===== src/rtl/key_stim_if.sv =====
// Key-stimulus port bundle: request/hold from the controller, generated key line and status back.
// start is a level request sampled only while busy is low; busy rising is the acknowledge, done closes the press.
interface key_stim_if #(
  parameter int CNT_W = 32
);
  logic             start;
  logic [CNT_W-1:0] hold;
  logic             key;
  logic             busy;
  logic             done;
  logic [2:0]       dbg_state;

  modport master (output start, output hold, input key, input busy, input done, input dbg_state);
  modport slave  (input start, input hold, output key, output busy, output done, output dbg_state);
endinterface


===== src/rtl/key_stim.sv =====
// Bouncy active-low push-button generator: press bounce, stable hold, release bounce, settle, done pulse.
// Bounce half-periods come from a 16-bit Fibonacci LFSR masked by GAP_MASK.
module key_stim #(
  parameter int          CNT_W    = 32,
  parameter int          BOUNCE_N = 4,
  parameter logic [15:0] GAP_MASK = 16'h00FF,
  parameter int          SETTLE   = 500_000,
  parameter logic [15:0] SEED     = 16'hACE1
) (
  input logic        clk,
  input logic        rst_n,
  key_stim_if.slave  ks
);

  typedef enum logic [2:0] {
    S_IDLE    = 3'd0,
    S_PRESS   = 3'd1,
    S_HOLD    = 3'd2,
    S_RELEASE = 3'd3,
    S_SETTLE  = 3'd4,
    S_DONE    = 3'd5
  } state_e;

  localparam int               HALF_W     = (BOUNCE_N > 1) ? $clog2(2 * BOUNCE_N) : 1;
  localparam logic [HALF_W-1:0] LAST_HALF = HALF_W'((BOUNCE_N > 0) ? (2 * BOUNCE_N - 1) : 0);
  localparam logic [CNT_W-1:0]  ONE       = CNT_W'(1);
  localparam logic [CNT_W-1:0]  SETTLE_CNT = CNT_W'((SETTLE == 0) ? 1 : SETTLE);

  state_e            state_q, state_d;
  logic [CNT_W-1:0]  cnt_q, cnt_d;
  logic [CNT_W-1:0]  hold_q, hold_d;
  logic [HALF_W-1:0] half_q, half_d;
  logic [15:0]       lfsr_q, lfsr_d;
  logic              key_q, key_d;
  logic              busy_q, busy_d;
  logic              done_q, done_d;

  logic [15:0]       lfsr_next;
  logic [CNT_W-1:0]  interval;

  // Taps x^16+x^14+x^13+x^11+1; the interval uses the value before the step.
  assign lfsr_next = {lfsr_q[14:0], lfsr_q[15] ^ lfsr_q[13] ^ lfsr_q[12] ^ lfsr_q[10]};
  assign interval  = CNT_W'(lfsr_q & GAP_MASK) + ONE;

  always_ff @(posedge clk or negedge rst_n) begin
    if (!rst_n) begin
      state_q <= S_IDLE;
      cnt_q   <= '0;
      hold_q  <= '0;
      half_q  <= '0;
      lfsr_q  <= SEED;
      key_q   <= 1'b1;
      busy_q  <= 1'b0;
      done_q  <= 1'b0;
    end else begin
      state_q <= state_d;
      cnt_q   <= cnt_d;
      hold_q  <= hold_d;
      half_q  <= half_d;
      lfsr_q  <= lfsr_d;
      key_q   <= key_d;
      busy_q  <= busy_d;
      done_q  <= done_d;
    end
  end

  always_comb begin
    state_d = state_q;
    cnt_d   = cnt_q;
    hold_d  = hold_q;
    half_d  = half_q;
    lfsr_d  = lfsr_q;
    case (state_q)
      S_IDLE: begin
        if (ks.start) begin
          hold_d = (ks.hold == '0) ? ONE : ks.hold;
          if (BOUNCE_N > 0) begin
            state_d = S_PRESS;
            half_d  = '0;
            cnt_d   = interval;
            lfsr_d  = lfsr_next;
          end else begin
            state_d = S_HOLD;
            cnt_d   = hold_d;
          end
        end
      end
      S_PRESS: begin
        if (cnt_q == ONE) begin
          if (half_q == LAST_HALF) begin
            state_d = S_HOLD;
            cnt_d   = hold_q;
          end else begin
            half_d = half_q + HALF_W'(1);
            cnt_d  = interval;
            lfsr_d = lfsr_next;
          end
        end else begin
          cnt_d = cnt_q - ONE;
        end
      end
      S_HOLD: begin
        if (cnt_q == ONE) begin
          if (BOUNCE_N > 0) begin
            state_d = S_RELEASE;
            half_d  = '0;
            cnt_d   = interval;
            lfsr_d  = lfsr_next;
          end else begin
            state_d = S_SETTLE;
            cnt_d   = SETTLE_CNT;
          end
        end else begin
          cnt_d = cnt_q - ONE;
        end
      end
      S_RELEASE: begin
        if (cnt_q == ONE) begin
          if (half_q == LAST_HALF) begin
            state_d = S_SETTLE;
            cnt_d   = SETTLE_CNT;
          end else begin
            half_d = half_q + HALF_W'(1);
            cnt_d  = interval;
            lfsr_d = lfsr_next;
          end
        end else begin
          cnt_d = cnt_q - ONE;
        end
      end
      S_SETTLE: begin
        if (cnt_q == ONE) begin
          state_d = S_DONE;
        end else begin
          cnt_d = cnt_q - ONE;
        end
      end
      S_DONE:  state_d = S_IDLE;
      default: state_d = S_IDLE;
    endcase
  end

  // Outputs are decoded from the next state so the registered key changes on the accepting edge.
  always_comb begin
    key_d  = 1'b1;
    busy_d = (state_d != S_IDLE);
    done_d = (state_d == S_DONE);
    case (state_d)
      S_PRESS:   key_d = half_d[0];
      S_HOLD:    key_d = 1'b0;
      S_RELEASE: key_d = ~half_d[0];
      default:   key_d = 1'b1;
    endcase
  end

  assign ks.key       = key_q;
  assign ks.busy      = busy_q;
  assign ks.done      = done_q;
  assign ks.dbg_state = state_q;

endmodule


===== src/flat_wrapper.sv =====
// flat-port wrapper written by rule: the top's interface ports become plain ports
module key_stim_flat 
#(
  parameter int          CNT_W    = 32,
  parameter int          BOUNCE_N = 4,
  parameter logic [15:0] GAP_MASK = 16'h00FF,
  parameter int          SETTLE   = 500_000,
  parameter logic [15:0] SEED     = 16'hACE1
)
  (clk, rst_n, ks_start, ks_hold, ks_key, ks_busy, ks_done, ks_dbg_state);
  key_stim_if #(.CNT_W(CNT_W)) ks_i ();
  input logic clk;
  input logic rst_n;
  input wire logic [$bits(ks_i.start)-1:0] ks_start;
  input wire logic [$bits(ks_i.hold)-1:0] ks_hold;
  output wire logic [$bits(ks_i.key)-1:0] ks_key;
  output wire logic [$bits(ks_i.busy)-1:0] ks_busy;
  output wire logic [$bits(ks_i.done)-1:0] ks_done;
  output wire logic [$bits(ks_i.dbg_state)-1:0] ks_dbg_state;
  assign ks_i.start = ks_start;
  assign ks_i.hold = ks_hold;
  assign ks_key = ks_i.key;
  assign ks_busy = ks_i.busy;
  assign ks_done = ks_i.done;
  assign ks_dbg_state = ks_i.dbg_state;
  key_stim #(.CNT_W(CNT_W), .BOUNCE_N(BOUNCE_N), .GAP_MASK(GAP_MASK), .SETTLE(SETTLE), .SEED(SEED)) u_core (.clk(clk), .rst_n(rst_n), .ks(ks_i));
endmodule

===== config.mk =====
export PLATFORM = sky130hd
export DESIGN_NAME = key_stim_flat
export DESIGN_NICKNAME = d
export VERILOG_FILES = /design/src/rtl/key_stim_if.sv /design/src/rtl/key_stim.sv /design/src/flat_wrapper.sv
export SDC_FILE = /design/constraint.sdc
export NUM_CORES = 1
export LEC_CHECK = 0
export BUFFER_PORTS_ARGS = -buffer_cell sky130_fd_sc_hd__buf_2
export CORE_MARGIN = 10
export CORE_UTILIZATION = 35
export CTS_CLUSTER_DIAMETER = 150
export CTS_CLUSTER_SIZE = 28
export DETAILED_ROUTE_END_ITERATION = 8
export SYNTH_ARGS = -nofsm -noshare
export SYNTH_HDL_FRONTEND = slang
export SYNTH_SLANG_ARGS = --single-unit

===== constraint.sdc =====
create_clock -name clk -period 6.4 [get_ports clk]
set_input_delay 0.32 -clock clk [delete_from_list [all_inputs] [get_ports clk]]
set_output_delay 0.32 -clock clk [all_outputs]
set_load 0.01 [all_outputs]

[After elaboration in Yosys (flattened, before gate mapping)]
Cells that the tools add are included.
Cells by class
  $add $sub $neg: 3
  eq/ne operators: 15
  muxes and demuxes: 28
  bitwise operators: 4
  reduce and logical (&&, ||, !) cells: 9
Operators with widths (number)
  32-bit 2-to-1 mux: 8
  32-bit one-hot mux with 5 select lines: 1
  16-bit 2-to-1 mux: 4
  16-bit one-hot mux with 3 select lines: 1
  3-bit 2-to-1 mux: 11
  32-bit by 1-bit == test with 1-bit output, second input constant: 1
  32-bit zero test: 1
  32-bit by 1-bit subtractor with 32-bit output, second input constant: 1
  3-bit one-hot mux with 5 select lines: 1
  3-bit by 2-bit == test with 1-bit output, second input constant: 4
  8-bit by 1-bit adder with 9-bit output, second input constant: 1
  3-bit == test, second input constant: 3
  3-bit one-hot mux with 3 select lines: 1
  3-bit by 1-bit == test with 1-bit output, second input constant: 2
  2-bit != test, second input constant: 3
  3-bit nonzero test: 2
  5-bit AND reduction: 1
  5-bit nonzero test: 1
  2-bit by 1-bit != test with 1-bit output, second input constant: 2
  3-bit by 1-bit adder with 3-bit output, second input constant: 1
  3-bit zero test: 1
  1-bit one-hot mux with 3 select lines: 1
  3-bit AND reduction: 1
  1-bit XOR: 3
  other kinds (3): 3
Storage, ports and cells
  register bits after elaboration: 89
  input bits: 35
  output and inout port bits: 6
  word-level logic and storage cells: 68

[Longest topological paths before layout]
  depth after elaboration: 6
  gate-level depth with buffers: 11
  mapped depth without buffers: 9

[Worst setup path before layout]
Ideal clock, no wire load.
  path kind: register to register
  start point: reg u_core.cnt_q[2]
  end point: reg u_core.cnt_q[31]
  setup time: 0.066 ns
  data arrival time: 2.496 ns
  data required time: 6.334 ns
  setup slack: 3.838 ns
  stages on the path, launching flop included: 9
  path buffers: 1
  period minus slack after synthesis: 2.562 ns
  cell sequence: dfrtp_1 > buf_6 > or4_4 > or4b_4 > nor3_4 > nand2_2 > or4_1 > o21ai_1 > a221o_1
Between the ends
  cells in the longest elaborated chain, start to end: 3
  elaborated cells between the ends (all ways): 9
  those cells by class: add/sub: 1; eq/ne: 2; mux: 5; reduce/logical: 1
RTL lines
  from (decl): line key_stim.sv:30  | logic [CNT_W-1:0] cnt_q, cnt_d;
  from (signal assigned): line key_stim.sv:57  | cnt_q <= cnt_d;
  32-bit by 1-bit subtractor with 32-bit output or 32-bit by 1-bit == test with 1-bit output (tied branches)
  32-bit 2-to-1 mux (tied with other cells): line key_stim.sv:132  | if (cnt_q == ONE) begin
  32-bit one-hot mux with 5 select lines or 3-bit AND reduction (tied branches)
Several ways; a longest one is shown, not always the timed one. The select of a mux whose other input is x is not followed.
A chain may end at the register's enable or synchronous reset.

[Worst setup path in the final report]
  start point: reg u_core.cnt_q[2]
  end point: reg u_core.cnt_q[7]
Same word-level chain as after synthesis.

==> report_table.html <==
<table>
<tr><th>Metric</th><th>Value</th></tr>
<tr><th colspan="2">Outcome</th></tr>
<tr><td>Outcome</td><td>finished clean</td></tr>
<tr><th colspan="2">STA</th></tr>
<tr><td>Final Setup Violations</td><td>0</td></tr>
<tr><td>Relative slew slack</td><td>0.141</td></tr>
<tr><td>Post-layout minimum cycle time</td><td>about 3.5 ns</td></tr>
<tr><td>Crit share post-route</td><td>0.553</td></tr>
<tr><td>Hold Fails Final Rpt</td><td>0</td></tr>
<tr><td>Fin Clk Skew</td><td>just over 0.007 ns</td></tr>
<tr><td>Transition at the pin with the smallest max-transition slack</td><td>1.29 ns</td></tr>
<tr><td>Max Slew Vio Count</td><td>0</td></tr>
<tr><td>RSZ-0062 raised after global routing</td><td>false</td></tr>
<tr><td>Maximum frequency from static timing analysis</td><td>about 0.28 GHz</td></tr>
<tr><td>Setup Total Neg Slack</td><td>0 ns</td></tr>
<tr><th colspan="2">Pwr</th></tr>
<tr><td>Clock share of power</td><td>0.479</td></tr>
<tr><td>Worst ir drop on vdd</td><td>around 130 uV</td></tr>
<tr><td>Total power divided by cell area</td><td>209 nW/um2</td></tr>
<tr><td>Net switching component of the power</td><td>approximately 0.00024 W</td></tr>
<tr><td>Combinational power share</td><td>0.024</td></tr>
<tr><td>Sw Ratio</td><td>0.210</td></tr>
<tr><td>Reg power frac</td><td>0.497</td></tr>
<tr><td>Internal Pwr Total</td><td>0.000894 W</td></tr>
<tr><td>Static power due to leakage</td><td>2.29 nW</td></tr>
<tr><th colspan="2">Worst setup path</th></tr>
<tr><td>Combined buffer and inverter count along the critical path</td><td>0</td></tr>
<tr><td>Critical path capture point type</td><td>register</td></tr>
<tr><td>Largest fanout on the critical path</td><td>12</td></tr>
<tr><td>Required time at the endpoint of the critical path</td><td>between 6 and 7 ns</td></tr>
<tr><td>Cell chain of the critical path</td><td>or4_2 &gt; nor4_1 &gt; nand4_1 &gt; a21oi_1 &gt; o21ai_0 &gt; o221ai_1 &gt; o311ai_0</td></tr>
<tr><td>Flop-to-flop setup slack</td><td>approximately 2.9 ns</td></tr>
<tr><td>Max incr delay on CP</td><td>roughly 0.93 ns</td></tr>
<tr><td>Launching element of the worst setup path</td><td>u_core.cnt_q[2]$_DFFE_PN0P_</td></tr>
<tr><td>Crit Path Category</td><td>reg -&gt; reg</td></tr>
<tr><td>Kind of cell with the highest combined delay on the critical path</td><td>simple AND/OR/NAND/NOR gates</td></tr>
<tr><td>Crit path launch type</td><td>register</td></tr>
<tr><td>Arrival time of data at the critical path endpoint</td><td>3.73 ns</td></tr>
<tr><td>Standard cell with the maximum stage delay on the critical path</td><td>sky130_fd_sc_hd__a21oi_1</td></tr>
<tr><td>Source of the worst register-to-register timing path</td><td>u_core.cnt_q[2]$_DFFE_PN0P_</td></tr>
<tr><th colspan="2">Synth</th></tr>
<tr><td>Dominant cells by area after synthesis</td><td>sky130_fd_sc_hd__dfrtp_1 (42%), sky130_fd_sc_hd__mux2_2 (7.5%), sky130_fd_sc_hd__nand2_1 (7.0%)</td></tr>
<tr><td>Total nets after synthesis</td><td>~560</td></tr>
<tr><td>Synthesized cell area</td><td>4810 um2</td></tr>
<tr><td>Cell accounting for the most synthesized area</td><td>sky130_fd_sc_hd__dfrtp_1</td></tr>
<tr><td>Share of synthesized registers carrying an async set or reset</td><td>1.00</td></tr>
<tr><td>Mean Syn Cell Area</td><td>9.33 um2</td></tr>
<tr><td>Syn Inst Count</td><td>roughly 520</td></tr>
<tr><td>Flops &amp; latches, synth</td><td>89</td></tr>
<tr><td>Number of flops mapped to enable cells by yosys</td><td>0</td></tr>
<tr><td>Sequential share of the synthesized area</td><td>0.466</td></tr>
<tr><td>Netlist cell types</td><td>62</td></tr>
<tr><td>Share of the synthesized area in the top cell type</td><td>0.417</td></tr>
<tr><td>Predominant post-synthesis flop cell</td><td>sky130_fd_sc_hd__dfrtp_1</td></tr>
<tr><td>Synth warnings</td><td>0</td></tr>
<tr><th colspan="2">Die</th></tr>
<tr><td>Floorplan row count</td><td>42</td></tr>
<tr><td>Floorplan core area</td><td>roughly 13000 um2</td></tr>
<tr><td>Width of the die</td><td>about 140 um</td></tr>
<tr><td>Area of the die</td><td>18800 um2</td></tr>
<tr><td>Number of I/O pins</td><td>between 40 and 50</td></tr>
<tr><td>Vert. Die Dim</td><td>137 um</td></tr>
<tr><td>Initial standard-cell utilization of the core</td><td>0.360</td></tr>
<tr><th colspan="2">Clocking</th></tr>
<tr><td>Clk Latency, worst-skew pair</td><td>~0.35 ns</td></tr>
<tr><td>Clk pin slew, worst setup/hold paths</td><td>0.06 ns</td></tr>
<tr><td>Deepest clock path buffer count</td><td>2</td></tr>
<tr><td>Clock tree from TritonCTS</td><td>done</td></tr>
<tr><td>Num CTS Buffers</td><td>9</td></tr>
<tr><td>Clock tree root driver cell</td><td>sky130_fd_sc_hd__clkbuf_16</td></tr>
<tr><td>Clock net sink count</td><td>89</td></tr>
<tr><td>Depth of the CTS H-tree</td><td>3</td></tr>
<tr><td>CTS resizes</td><td>0</td></tr>
<tr><th colspan="2">Drt</th></tr>
<tr><td>Routed wire length</td><td>12.6 mm</td></tr>
<tr><td>Count of vias placed by the detailed router</td><td>about 4100</td></tr>
<tr><td>Average vias per placed instance</td><td>approximately 5.7</td></tr>
<tr><td>Number of search-and-repair iterations in the first detailed-routing pass</td><td>6</td></tr>
<tr><td>Starting DRC count in detailed routing</td><td>386</td></tr>
<tr><td>DR DRC count</td><td>0</td></tr>
<tr><td>Routed WL per cell</td><td>roughly 18 um</td></tr>
<tr><td>Detail Route Antenna Nets</td><td>0</td></tr>
<tr><th colspan="2">Hold path</th></tr>
<tr><td>Startpoint of the most critical hold path</td><td>ks_hold[9]</td></tr>
<tr><td>Worst hold path type</td><td>in -&gt; reg</td></tr>
<tr><th colspan="2">Final layout</th></tr>
<tr><td>Final cell count without fillers</td><td>720</td></tr>
<tr><td>Fraction of layout cells with a size suffix above 1</td><td>0.208</td></tr>
<tr><td>Util after Layout</td><td>0.406</td></tr>
<tr><td>Filler Cells Inserted</td><td>around 1300</td></tr>
<tr><td>Post-synthesis to final-layout area growth</td><td>12.8%</td></tr>
<tr><td>Total Nets Final</td><td>between 500 and 600</td></tr>
<tr><td>Top library cells by usage in the layout, fill and taps aside</td><td>sky130_fd_sc_hd__nand2_1 (90), sky130_fd_sc_hd__dfrtp_1 (80), sky130_fd_sc_hd__o21ai_0 (41), sky130_fd_sc_hd__buf_2 (39), sky130_fd_sc_hd__mux2_2 (32)</td></tr>
<tr><td>Number of diodes added for antenna fixing</td><td>0</td></tr>
<tr><td>Leading cell type in the layout, fill and taps excluded</td><td>sky130_fd_sc_hd__nand2_1</td></tr>
<tr><th colspan="2">Global routing</th></tr>
<tr><td>Wire length of the first global-routing pass</td><td>20.7 mm</td></tr>
<tr><td>Antenna violations before repair</td><td>0</td></tr>
<tr><td>GR Util All Layers</td><td>0.139</td></tr>
<tr><td>Pin count of the biggest net entering global routing</td><td>between 50 and 60</td></tr>
<tr><td>Leftover overflow at the end of global routing</td><td>0</td></tr>
<tr><td>Number of global-route vias before repair</td><td>3907</td></tr>
<tr><th colspan="2">Place</th></tr>
<tr><td>Post-placement cell count</td><td>704</td></tr>
<tr><td>Count of input and output buffers</td><td>40</td></tr>
<tr><td>HPWL after DPL</td><td>a little over 9 mm</td></tr>
<tr><td>Gp weighted congestion</td><td>just under 0.9</td></tr>
<tr><th colspan="2">Job</th></tr>
<tr><td>Max-capacitance violation count</td><td>0</td></tr>
</table>
timing repair:
action | 4_1_cts | 5_1_grt
hold buffers | 1 | 0
hold endpoints to repair | 36 | 0
setup buffers | 0 | 0
endpoints found under the setup margin | 0 | 0
cell type report:
class / instances / area (um2) / area share
multi-input cells: 388 / 2400 / 0.442
flip-flops and latches: 89 / 2240 / 0.413
clock buffers: 11 / 253 / 0.0466
repair buffers: 43 / 228 / 0.0420
well taps: 176 / 220 / 0.0406
clock inverters: 4 / 51.3 / 0.00946
inverters: 9 / 33.8 / 0.00623
Yosys cell counts, types with 2 or more instances:
cell / count
sky130_fd_sc_hd__a211o_1: 2
sky130_fd_sc_hd__buf_6: 4
sky130_fd_sc_hd__nand2b_1: 2
sky130_fd_sc_hd__or4_1: 6
sky130_fd_sc_hd__nor2_1: 31
sky130_fd_sc_hd__mux2_2: 32
sky130_fd_sc_hd__a31oi_1: 2
sky130_fd_sc_hd__o31ai_1: 4
sky130_fd_sc_hd__dfstp_2: 9
sky130_fd_sc_hd__nor4_1: 15
sky130_fd_sc_hd__o221ai_1: 3
sky130_fd_sc_hd__nand3_1: 14
sky130_fd_sc_hd__o21ai_0: 41
sky130_fd_sc_hd__nor3_1: 18
sky130_fd_sc_hd__xnor2_1: 12
sky130_fd_sc_hd__or2_2: 3
sky130_fd_sc_hd__and2_1: 5
sky130_fd_sc_hd__a32oi_1: 3
sky130_fd_sc_hd__xor2_1: 6
sky130_fd_sc_hd__ha_1: 5
sky130_fd_sc_hd__inv_1: 9
sky130_fd_sc_hd__nand2_1: 90
sky130_fd_sc_hd__o21a_1: 2
sky130_fd_sc_hd__a21oi_1: 31
sky130_fd_sc_hd__buf_2: 2
sky130_fd_sc_hd__dfrtp_1: 80
sky130_fd_sc_hd__buf_4: 2
sky130_fd_sc_hd__and3_1: 5
sky130_fd_sc_hd__nand3b_1: 2
sky130_fd_sc_hd__o21ai_1: 2
sky130_fd_sc_hd__clkbuf_1: 21
sky130_fd_sc_hd__a22o_1: 2
sky130_fd_sc_hd__o311ai_1: 2
sky130_fd_sc_hd__a22oi_1: 7
sky130_fd_sc_hd__o22ai_1: 2
sky130_fd_sc_hd__a221o_1: 3
sky130_fd_sc_hd__nand4_1: 10
sky130_fd_sc_hd__o211ai_1: 2
metrics by stage:
step | total power [W] | worst slack, ns | area [um2] | hold WS (ns)
floorplan | 0.000575 | 3.84 | 4810 | 0.0244
global placement | 0.000599 | 3.09 | 5110 | 0.309
detailed placement | 0.000600 | 3.00 | 5110 | 0.321
CTS | 0.00114 | 2.95 | 5420 | 0.206
global route | 0.00117 | 2.65 | 5420 | 0.206
finish | 0.00113 | 2.86 | 5420 | 0.216
flip-flops by register name, summed over array words and instances (netlist names):
signal and count:
u_core.half_q 3, u_core.ks.busy 1, u_core.ks.dbg_state 3, u_core.hold_q 32, u_core.ks.done 1, u_core.lfsr_q 16
u_core.ks.key 1, u_core.cnt_q 32
metal layers:
metal,up-vias,GRT usage,wire (um)
met4,0,0.0556,236
met3,18,0.0353,849
met2,148,0.202,5450
li1,1906,-,-
met1,1996,0.194,6070
met5,-,0,0
power by group through the flow:
stage / sequential (W) / clock (W) / combinational, W
4_1_cts: 0.000563 / 0.000554 / 0.0000279
3_3_place_gp: 0.000573 / 0 / 0.0000264
6_report: 0.000563 / 0.000543 / 0.0000266
2_1_floorplan: 0.000573 / 0 / 0.00000143
3_5_place_dp: 0.000573 / 0 / 0.0000273
5_1_grt: 0.000562 / 0.000578 / 0.0000306
cell families (layout without fill, tap and decap cells):
family | after synthesis | in the layout | share of synthesized area
simple gates | 214 | 214 | 0.219
compound gates | 118 | 118 | 0.154
flops | 89 | 89 | 0.466
buf+inv | 38 | 67 | 0.0380
mux | 33 | 33 | 0.0771
xor+xnor | 18 | 18 | 0.0328
fa+ha+maj | 5 | 5 | 0.0130
path summary, 6_finish.rpt:
kind                                                 end  cells after the start
max                          u_core.cnt_q[7]$_DFFE_PN0P_                      7
min                         u_core.hold_q[9]$_DFFE_PN0P_                      2
min in group asynchronous  u_core.hold_q[26]$_DFFE_PN0P_                      2
max in group asynchronous   u_core.lfsr_q[4]$_DFFE_PN0P_                      3
min reg2reg                u_core.lfsr_q[11]$_DFFE_PN1P_                      2
max reg2reg                  u_core.cnt_q[7]$_DFFE_PN0P_                      7
No activity file was read; power rests on OpenSTA's default activity.
